## config.mk

```make
export PLATFORM = sky130hd
export DESIGN_NAME = hybrid_branch_predictor_flat
export DESIGN_NICKNAME = d
export VERILOG_FILES = /design/src/rtl/hybrid_branch_predictor_pkg.sv /design/src/rtl/hybrid_branch_predictor_if.sv /design/src/rtl/hybrid_branch_predictor_btb.sv /design/src/rtl/hybrid_branch_predictor.sv /design/src/flat_wrapper.sv
export SDC_FILE = /design/constraint.sdc
export NUM_CORES = 2
export LEC_CHECK = 0
export BUFFER_PORTS_ARGS = -buffer_cell sky130_fd_sc_hd__buf_2
export CAP_MARGIN = 5
export CORE_MARGIN = 2
export CORE_UTILIZATION = 31
export CTS_BUF_LIST = sky130_fd_sc_hd__clkbuf_4 sky130_fd_sc_hd__clkbuf_8
export DETAILED_ROUTE_END_ITERATION = 6
export HOLD_SLACK_MARGIN = 0.05
export SKIP_LAST_GASP = 1
export SLEW_MARGIN = 40
export SYNTH_ARGS = -nofsm -noshare
export SYNTH_HDL_FRONTEND = slang
export SYNTH_HIERARCHICAL = 1
export SYNTH_SLANG_ARGS = --single-unit
```

## constraint.sdc

```tcl
create_clock -name clk -period 29.7 [get_ports clk]
set_input_delay 5.94 -clock clk [delete_from_list [all_inputs] [get_ports clk]]
set_output_delay 5.94 -clock clk [all_outputs]
set_load 0.01 [all_outputs]
```

## src/rtl/hybrid_branch_predictor_pkg.sv

```systemverilog
// Shared types and helpers for the hybrid (local/global/chooser) branch predictor.
// Every 2-bit counter table uses the same saturating next-value function.
package hybrid_branch_predictor_pkg;

    typedef logic [1:0] ctr2_t;

    localparam ctr2_t SNT = 2'b00;
    localparam ctr2_t WNT = 2'b01;
    localparam ctr2_t WT  = 2'b10;
    localparam ctr2_t ST  = 2'b11;

    typedef enum logic {
        S_INIT = 1'b0,
        S_RUN  = 1'b1
    } bp_state_t;

    function automatic ctr2_t ctr_next(input ctr2_t c, input logic up);
        if (up) begin
            return (c == ST) ? ST : ctr2_t'(c + 2'd1);
        end
        return (c == SNT) ? SNT : ctr2_t'(c - 2'd1);
    endfunction

    function automatic int max3(input int a, input int b, input int c);
        int m;
        m = (a > b) ? a : b;
        return (m > c) ? m : c;
    endfunction

endpackage

```

## src/rtl/hybrid_branch_predictor_if.sv

```systemverilog
// Fetch-side lookup and execute-side update bundle for the branch predictor.
// The master is the pipeline; the slave is the predictor.
interface hybrid_branch_predictor_if #(
    parameter int GS = 6
);
    logic          ready;

    logic          lookup_valid;
    logic [15:0]   lookup_pc;
    logic          pred_taken;
    logic [15:0]   pred_target;
    logic          pred_local;
    logic          pred_global;
    logic          pred_sel;
    logic [GS-1:0] pred_ghist;

    logic          update_valid;
    logic [15:0]   update_pc;
    logic [15:0]   update_target;
    logic          update_taken;
    logic          update_mispredict;
    logic [GS-1:0] update_ghist;
    logic          update_local;
    logic          update_global;

    modport master (
        input  ready, pred_taken, pred_target, pred_local, pred_global, pred_sel, pred_ghist,
        output lookup_valid, lookup_pc,
        output update_valid, update_pc, update_target, update_taken, update_mispredict,
        output update_ghist, update_local, update_global
    );

    modport slave (
        output ready, pred_taken, pred_target, pred_local, pred_global, pred_sel, pred_ghist,
        input  lookup_valid, lookup_pc,
        input  update_valid, update_pc, update_target, update_taken, update_mispredict,
        input  update_ghist, update_local, update_global
    );

endinterface

```

## src/rtl/hybrid_branch_predictor_btb.sv

```systemverilog
// Direct-mapped branch target buffer: combinational read, one write port and a
// clear port used by the predictor's initialisation walk to invalidate entries.
module hybrid_branch_predictor_btb #(
    parameter int ENTRIES = 16
) (
    input  logic                       i_clk,
    input  logic [15:0]                i_rd_pc,
    output logic                       o_rd_hit,
    output logic [15:0]                o_rd_target,
    input  logic                       i_wr_en,
    input  logic [15:0]                i_wr_pc,
    input  logic [15:0]                i_wr_target,
    input  logic                       i_clr_en,
    input  logic [$clog2(ENTRIES)-1:0] i_clr_idx
);
    localparam int IW = $clog2(ENTRIES);
    localparam int TW = 15 - IW;

    logic [TW-1:0]      r_tag [ENTRIES];
    logic [15:0]        r_tgt [ENTRIES];
    logic [ENTRIES-1:0] r_valid;
    logic [ENTRIES-1:0] w_valid_next;

    logic [IW-1:0] w_rd_idx;
    logic [IW-1:0] w_wr_idx;
    logic [TW-1:0] w_rd_tag;
    logic [TW-1:0] w_wr_tag;
    logic          w_unused_bits;

    // Bit 0 of a halfword-aligned pc carries no information.
    assign w_unused_bits = ^{i_rd_pc[0], i_wr_pc[0]};

    assign w_rd_idx = i_rd_pc[IW:1];
    assign w_rd_tag = i_rd_pc[15:IW+1];
    assign w_wr_idx = i_wr_pc[IW:1];
    assign w_wr_tag = i_wr_pc[15:IW+1];

    assign o_rd_hit    = r_valid[w_rd_idx] && (r_tag[w_rd_idx] == w_rd_tag);
    assign o_rd_target = r_tgt[w_rd_idx];

    always_ff @(posedge i_clk) begin
        if (i_wr_en && !i_clr_en) begin
            r_tag[w_wr_idx] <= w_wr_tag;
            r_tgt[w_wr_idx] <= i_wr_target;
        end
    end

    generate
        for (genvar gi = 0; gi < ENTRIES; gi++) begin : g_valid
            assign w_valid_next[gi] = (i_clr_en && (i_clr_idx == IW'(gi))) ? 1'b0 :
                                      (i_wr_en  && (w_wr_idx  == IW'(gi))) ? 1'b1 :
                                      r_valid[gi];
        end
    endgenerate

    always_ff @(posedge i_clk) begin
        r_valid <= w_valid_next;
    end

endmodule

```

## src/rtl/hybrid_branch_predictor.sv

```systemverilog
// Tournament predictor: per-pc local counters, gshare global counters, a per-pc
// chooser and a BTB; tables are walked to known values after every reset.
module hybrid_branch_predictor
    import hybrid_branch_predictor_pkg::*;
#(
    parameter int LS          = 8,
    parameter int GS          = 6,
    parameter int BTB_ENTRIES = 16
) (
    input  logic                       clk,
    input  logic                       reset_n,
    hybrid_branch_predictor_if.slave   bp
);
    localparam int LN = 1 << LS;
    localparam int GN = 1 << GS;
    localparam int N  = max3(LN, GN, BTB_ENTRIES);
    localparam int NW = (N > 1) ? $clog2(N) : 1;
    localparam int BW = $clog2(BTB_ENTRIES);

    ctr2_t r_local_tbl   [LN];
    ctr2_t r_global_tbl  [GN];
    ctr2_t r_chooser_tbl [LN];

    bp_state_t     r_state;
    bp_state_t     w_state_next;
    logic [NW-1:0] r_idx;
    logic [NW-1:0] w_idx_next;
    logic [GS-1:0] r_ghist;

    logic w_init;
    logic w_ready;

    always_ff @(posedge clk or negedge reset_n) begin
        if (!reset_n) begin
            r_state <= S_INIT;
            r_idx   <= '0;
        end else begin
            r_state <= w_state_next;
            r_idx   <= w_idx_next;
        end
    end

    always_comb begin
        w_state_next = r_state;
        w_idx_next   = r_idx;
        w_init       = 1'b0;
        w_ready      = 1'b0;
        if (r_state == S_INIT) begin
            w_init = 1'b1;
            if (r_idx == NW'(N - 1)) begin
                w_state_next = S_RUN;
                w_idx_next   = '0;
            end else begin
                w_idx_next = r_idx + NW'(1);
            end
        end else begin
            w_ready = 1'b1;
        end
    end

    // ---------------- lookup ----------------
    logic [LS-1:0] w_lk_lidx;
    logic [GS-1:0] w_lk_gidx;
    logic          w_lk_local;
    logic          w_lk_global;
    logic          w_lk_sel;
    logic          w_lk_dir;
    logic          w_btb_hit;
    logic [15:0]   w_btb_target;
    logic          w_pred_taken;

    assign w_lk_lidx   = bp.lookup_pc[LS:1];
    assign w_lk_gidx   = r_ghist ^ bp.lookup_pc[GS:1];
    assign w_lk_local  = r_local_tbl[w_lk_lidx][1];
    assign w_lk_global = r_global_tbl[w_lk_gidx][1];
    assign w_lk_sel    = r_chooser_tbl[w_lk_lidx][1];
    assign w_lk_dir    = w_lk_sel ? w_lk_global : w_lk_local;

    // Everything table-derived is masked until the walk finishes so stale
    // contents from before a reset can never leak out.
    assign w_pred_taken   = w_ready && w_btb_hit && w_lk_dir;
    assign bp.ready       = w_ready;
    assign bp.pred_taken  = w_pred_taken;
    assign bp.pred_target = (w_ready && w_btb_hit) ? w_btb_target : (bp.lookup_pc + 16'd2);
    assign bp.pred_local  = w_ready && w_lk_local;
    assign bp.pred_global = w_ready && w_lk_global;
    assign bp.pred_sel    = w_ready && w_lk_sel;
    assign bp.pred_ghist  = r_ghist;

    always_ff @(posedge clk or negedge reset_n) begin
        if (!reset_n) begin
            r_ghist <= '0;
        end else if (w_init) begin
            r_ghist <= '0;
        end else if (bp.update_valid && bp.update_mispredict) begin
            r_ghist <= {bp.update_ghist[GS-2:0], bp.update_taken};
        end else if (bp.lookup_valid) begin
            r_ghist <= {r_ghist[GS-2:0], w_pred_taken};
        end
    end

    // ---------------- update / init write ports ----------------
    logic          w_upd;
    logic [LS-1:0] w_up_lidx;
    logic [GS-1:0] w_up_gidx;
    logic          w_init_l;
    logic          w_init_g;
    logic          w_init_b;
    logic          w_glob_right;

    assign w_upd        = w_ready && bp.update_valid;
    assign w_up_lidx    = bp.update_pc[LS:1];
    assign w_up_gidx    = bp.update_ghist ^ bp.update_pc[GS:1];
    assign w_init_l     = w_init && (int'(r_idx) < LN);
    assign w_init_g     = w_init && (int'(r_idx) < GN);
    assign w_init_b     = w_init && (int'(r_idx) < BTB_ENTRIES);
    assign w_glob_right = (bp.update_global == bp.update_taken);

    logic          w_lc_we;
    logic [LS-1:0] w_lc_addr;
    ctr2_t         w_lc_data;
    logic          w_gc_we;
    logic [GS-1:0] w_gc_addr;
    ctr2_t         w_gc_data;
    logic          w_ch_we;
    logic [LS-1:0] w_ch_addr;
    ctr2_t         w_ch_data;

    always_comb begin
        w_lc_we   = w_upd;
        w_lc_addr = w_up_lidx;
        w_lc_data = ctr_next(r_local_tbl[w_up_lidx], bp.update_taken);
        w_gc_we   = w_upd;
        w_gc_addr = w_up_gidx;
        w_gc_data = ctr_next(r_global_tbl[w_up_gidx], bp.update_taken);
        w_ch_we   = w_upd && (bp.update_local != bp.update_global);
        w_ch_addr = w_up_lidx;
        w_ch_data = ctr_next(r_chooser_tbl[w_up_lidx], w_glob_right);
        if (w_init) begin
            w_lc_we   = w_init_l;
            w_lc_addr = r_idx[LS-1:0];
            w_lc_data = WNT;
            w_gc_we   = w_init_g;
            w_gc_addr = r_idx[GS-1:0];
            w_gc_data = WNT;
            w_ch_we   = w_init_l;
            w_ch_addr = r_idx[LS-1:0];
            w_ch_data = WNT;
        end
    end

    always_ff @(posedge clk) begin
        if (w_lc_we) r_local_tbl[w_lc_addr] <= w_lc_data;
    end

    always_ff @(posedge clk) begin
        if (w_gc_we) r_global_tbl[w_gc_addr] <= w_gc_data;
    end

    always_ff @(posedge clk) begin
        if (w_ch_we) r_chooser_tbl[w_ch_addr] <= w_ch_data;
    end

    hybrid_branch_predictor_btb #(
        .ENTRIES (BTB_ENTRIES)
    ) u_btb (
        .i_clk       (clk),
        .i_rd_pc     (bp.lookup_pc),
        .o_rd_hit    (w_btb_hit),
        .o_rd_target (w_btb_target),
        .i_wr_en     (w_upd && bp.update_taken),
        .i_wr_pc     (bp.update_pc),
        .i_wr_target (bp.update_target),
        .i_clr_en    (w_init_b),
        .i_clr_idx   (r_idx[BW-1:0])
    );

endmodule

```

## src/flat_wrapper.sv

```systemverilog
// flat-port wrapper written by rule: the top's interface ports become plain ports
module hybrid_branch_predictor_flat import hybrid_branch_predictor_pkg::*;
#(
    parameter int LS          = 8,
    parameter int GS          = 6,
    parameter int BTB_ENTRIES = 16
)
  (clk, reset_n, bp_ready, bp_pred_taken, bp_pred_target, bp_pred_local, bp_pred_global, bp_pred_sel, bp_pred_ghist, bp_lookup_valid, bp_lookup_pc, bp_update_valid, bp_update_pc, bp_update_target, bp_update_taken, bp_update_mispredict, bp_update_ghist, bp_update_local, bp_update_global);
  hybrid_branch_predictor_if #(.GS(GS)) bp_i ();
  input  logic clk;
  input  logic reset_n;
  output wire logic [$bits(bp_i.ready)-1:0] bp_ready;
  output wire logic [$bits(bp_i.pred_taken)-1:0] bp_pred_taken;
  output wire logic [$bits(bp_i.pred_target)-1:0] bp_pred_target;
  output wire logic [$bits(bp_i.pred_local)-1:0] bp_pred_local;
  output wire logic [$bits(bp_i.pred_global)-1:0] bp_pred_global;
  output wire logic [$bits(bp_i.pred_sel)-1:0] bp_pred_sel;
  output wire logic [$bits(bp_i.pred_ghist)-1:0] bp_pred_ghist;
  input wire logic [$bits(bp_i.lookup_valid)-1:0] bp_lookup_valid;
  input wire logic [$bits(bp_i.lookup_pc)-1:0] bp_lookup_pc;
  input wire logic [$bits(bp_i.update_valid)-1:0] bp_update_valid;
  input wire logic [$bits(bp_i.update_pc)-1:0] bp_update_pc;
  input wire logic [$bits(bp_i.update_target)-1:0] bp_update_target;
  input wire logic [$bits(bp_i.update_taken)-1:0] bp_update_taken;
  input wire logic [$bits(bp_i.update_mispredict)-1:0] bp_update_mispredict;
  input wire logic [$bits(bp_i.update_ghist)-1:0] bp_update_ghist;
  input wire logic [$bits(bp_i.update_local)-1:0] bp_update_local;
  input wire logic [$bits(bp_i.update_global)-1:0] bp_update_global;
  assign bp_ready = bp_i.ready;
  assign bp_pred_taken = bp_i.pred_taken;
  assign bp_pred_target = bp_i.pred_target;
  assign bp_pred_local = bp_i.pred_local;
  assign bp_pred_global = bp_i.pred_global;
  assign bp_pred_sel = bp_i.pred_sel;
  assign bp_pred_ghist = bp_i.pred_ghist;
  assign bp_i.lookup_valid = bp_lookup_valid;
  assign bp_i.lookup_pc = bp_lookup_pc;
  assign bp_i.update_valid = bp_update_valid;
  assign bp_i.update_pc = bp_update_pc;
  assign bp_i.update_target = bp_update_target;
  assign bp_i.update_taken = bp_update_taken;
  assign bp_i.update_mispredict = bp_update_mispredict;
  assign bp_i.update_ghist = bp_update_ghist;
  assign bp_i.update_local = bp_update_local;
  assign bp_i.update_global = bp_update_global;
  hybrid_branch_predictor #(.LS(LS), .GS(GS), .BTB_ENTRIES(BTB_ENTRIES)) u_core (.clk(clk), .reset_n(reset_n), .bp(bp_i));
endmodule
```

==> flow_summary.toml <==
[outcome]
status = "complete, no violations"

[synthesis]
synth-xor-area-share_pct = 0.547
synth_seq_area_share_pct = 68.4
syn_area_per_cell_um2 = 18.6
synthSimpleGateAreaFrac_pct = 5.20
yosysTopAreaCell = "edfxtp_1"
synth_top_area_share_pct = 67.5
ys.flop_type = "edfxtp_1"
yosys.cell_types.count = 74
syn_nets = 3855
synthAdderAreaFrac_pct = 0.0799
synth-edff-count = 1584
synth_top_family_by_area = "multiplexers"
synthMuxAreaShare_pct = 21.8
synth_area_mm2 = 0.0705
ys_warn_count = 6
synthTopCellsByArea = "edfxtp_1 67%, mux4_2 20%, nor2_1 3.5%, mux2i_1 0.91%, clkbuf_1 0.90%"
synth.ff_latch_count = 1615
synth-compound-area-share_pct = 2.02
async_reset_ff_share_pct = 0.929
synth_cells = 3791

[layout]
instances_no_fill = 7170
fin_nets = 4044
area_growth_syn_to_layout_pct = 13.3
final-seq-area_mm2 = 0.0483
fill_cells = 21251
multi_input_area_mm2 = 0.0212
drive_gt1_share_pct = 31.0

[cts]
clk_pin_slew_ns = 0.06
clock_latency_ns = 1.02
cts.path.max_buffers = 4
cts_resized = 0
cts_sinks = 1615
cts_made_buffers = 279
cts_setup_buffers = 0
cts_tree = "yes"
clock-root-buffer = "clkbuf_8"
cts_max_level = 5
ctsHoldBuffers = 0

[floorplanning]
start_util_pct = 31.1
die_w_um = 481
fp-row-count = 175
ioPinCount = 89
die_y_um = 481
core_area_mm2 = 0.227
die_area_mm2 = 0.231

[min_path]
min_path_type = "reg -> reg"

[critical_path]
cp_max_fo = 39
cp-start-kind = "input port"
worstPathRequired_ns = 23.76
critical_path_class = "in -> out"
critPathCaptureType = "output port"
cp.arrival_ns = 10.22

[route]
vias_per_cell = 5.34
ant_nets = 0
drtIter0Drc = 3659
avgRoutedWirePerCell_um = 26.1
dr_total_vias = 38274
dr_wl_met3_um = 13800
dr_wl_met2_um = 93000
drc = 0
first_pass_iters = 5
drt_wl_total_um = 187000
m1WireLength_um = 75000
highest_layer = "met5"

[global_routing]
first_global_vias = 39759
gr-usage-all-layers_pct = 15.8
grt.overflow.total = 0
grt_pass1_wl_um = 270000
grt_max_degree = 117
grt_antenna_before_repair = 8

[timing]
fin_tns_setup_ns = 0
max_slew.worst_pin.slew_ns = 0.896
max_slew_margin_pct = 40.3
rsz0062_at_grt = "no"
layout_min_cycle_time_ns = 16.16
fin_crit_sh_pct = 54.4
hold_viol = 0
max_freq_mhz = 61.9
report.final.slew_viol_count = 0
setup_viol = 0
fin_skew_ns = 0.0730

[power_and_ir_drop]
ir_worst_vdd_mv = 0.0484
power_per_cell_area_mw_per_mm2 = 57.5
leakagePower_nw = 22.4

[placed_design]
dp_hpwl_um = 106000
place_congestion = 0.795
dp_cells = 6707
io_buffers = 87

[flow_run]
cap_violations = 0
## registers in the layout, summed over array words and instances, names as in the netlist
signal and count:
u_core/bp.pred_ghist 6, u_core/r_global_tbl 128, u_core/r_state 1, u_core/u_btb/r_tag 176, u_core/r_chooser_tbl 512, u_core/r_idx 8
u_core/u_btb/r_valid 16, u_core/r_local_tbl 512, u_core/u_btb/r_tgt 256
## final timing paths
path / from / end / slack (ns) / cells past startpoint
hold / removal: u_core/u_btb/r_valid[3] / u_core/u_btb/r_valid[3] / 0.48 / 2
setup reg to reg: u_core/r_local_tbl[130][1] / u_core/r_local_tbl[165][1] / 24.90 / 8
min in group asynchronous: reset_n / u_core/bp.pred_ghist[2] / 4.87 / 1
hold reg to reg: u_core/u_btb/r_valid[3] / u_core/u_btb/r_valid[3] / 0.48 / 2
max in group asynchronous: reset_n / u_core/r_state / 24.51 / 1
setup / recovery: bp_lookup_pc[1] / bp_pred_taken / 13.54 / 12
## worst max-delay path: stages
cell	delay [ns]
buf_8	0.37
buf_4	0.62
buf_6	0.58
mux4_2	0.63
o311ai_0	0.34
a2bb2oi_1	0.34
o21ai_0	0.12
o211ai_1	0.35
buf_4	0.26
mux2i_1	0.12
nor2b_1	0.26
buf_2	0.18
## per-stage QoR
step	instance area (µm²)	power (mW)	hold slack [ns]	worst slack, ns	utilization (%)
final	79900	4.59	0.485	13.54	35.2
after global routing	79800	4.74	0.514	13.25	35.2
after CTS	79800	4.64	0.476	13.23	35.2
after detailed placement	74700	2.72	0.462	13.22	32.9
after global placement	74500	2.72	0.463	12.76	32.8
after floorplan	70500	2.65	0.432	13.15	-
## synthesized netlist by cell type (14+ instances only)
cell type  instances
edfxtp_1        1584
nor2_1           658
mux4_2           630
clkbuf_1         169
nand2_1          125
mux2i_1           64
buf_2             59
a21oi_1           43
o21ai_0           33
nand3_1           25
nor2b_1           25
xnor2_1           24
buf_1             20
xor2_1            20
a22oi_1           18
dfxtp_1           16
a31oi_1           15
dfrtp_1           15
mux2_2            15
a211oi_1          14
inv_1             14
## kinds of logic after synthesis
kind of cell	count (synthesis)
buf+inv	296
flops	1615
mux	722
fa+ha+maj	5
xor+xnor	44
simple gates	901
compound gates	208
## cell usage in the layout (no fill, tap or decap), types with 10 or more instances in the layout
cell,n
a211oi_1,14
a21oi_1,41
a22oi_1,18
a31oi_1,15
buf_2,80
buf_4,77
buf_6,12
clkbuf_4,64
clkbuf_8,288
clkinv_1,72
clkinv_2,25
dfrtp_1,14
dfxtp_1,16
edfxtp_1,1584
inv_1,13
mux2_2,15
mux2i_1,64
mux4_1,13
mux4_2,630
nand2_1,109
nand2_2,12
nand2b_1,11
nand3_1,25
nor2_1,642
nor2_4,16
nor2b_1,24
nor3_1,10
o21ai_0,30
xnor2_1,24
xor2_1,17
## power by group
| part | switching (mW) | total (mW) | internal [mW] | leakage, nW |
|---|---|---|---|---|
| registers | 0 | 2.47 | 2.47 | 13.3 |
| logic | 0.121 | 0.197 | 0.0767 | 6.38 |
| clock network | 0.882 | 1.92 | 1.04 | 2.68 |
## per-layer routing
metal	track usage [%]	vias up
met5	0	-
li1	-	15848
met2	26.6	1602
met4	5.14	4
met3	3.12	313
met1	20.6	20507
## final cells by class
| type | count | share of cell area, % |
|---|---|---|
| clock inverter | 107 | 0.835 |
| sequential | 1615 | 60.4 |
| timing repair buffer | 185 | 1.77 |
| antenna | 4 | 0.0125 |
| tap | 3009 | 4.71 |
| multi-input combinational | 1880 | 26.6 |
| clock buffer | 351 | 5.55 |
| inverter | 19 | 0.0987 |
(Power assumes the default switching activity.)
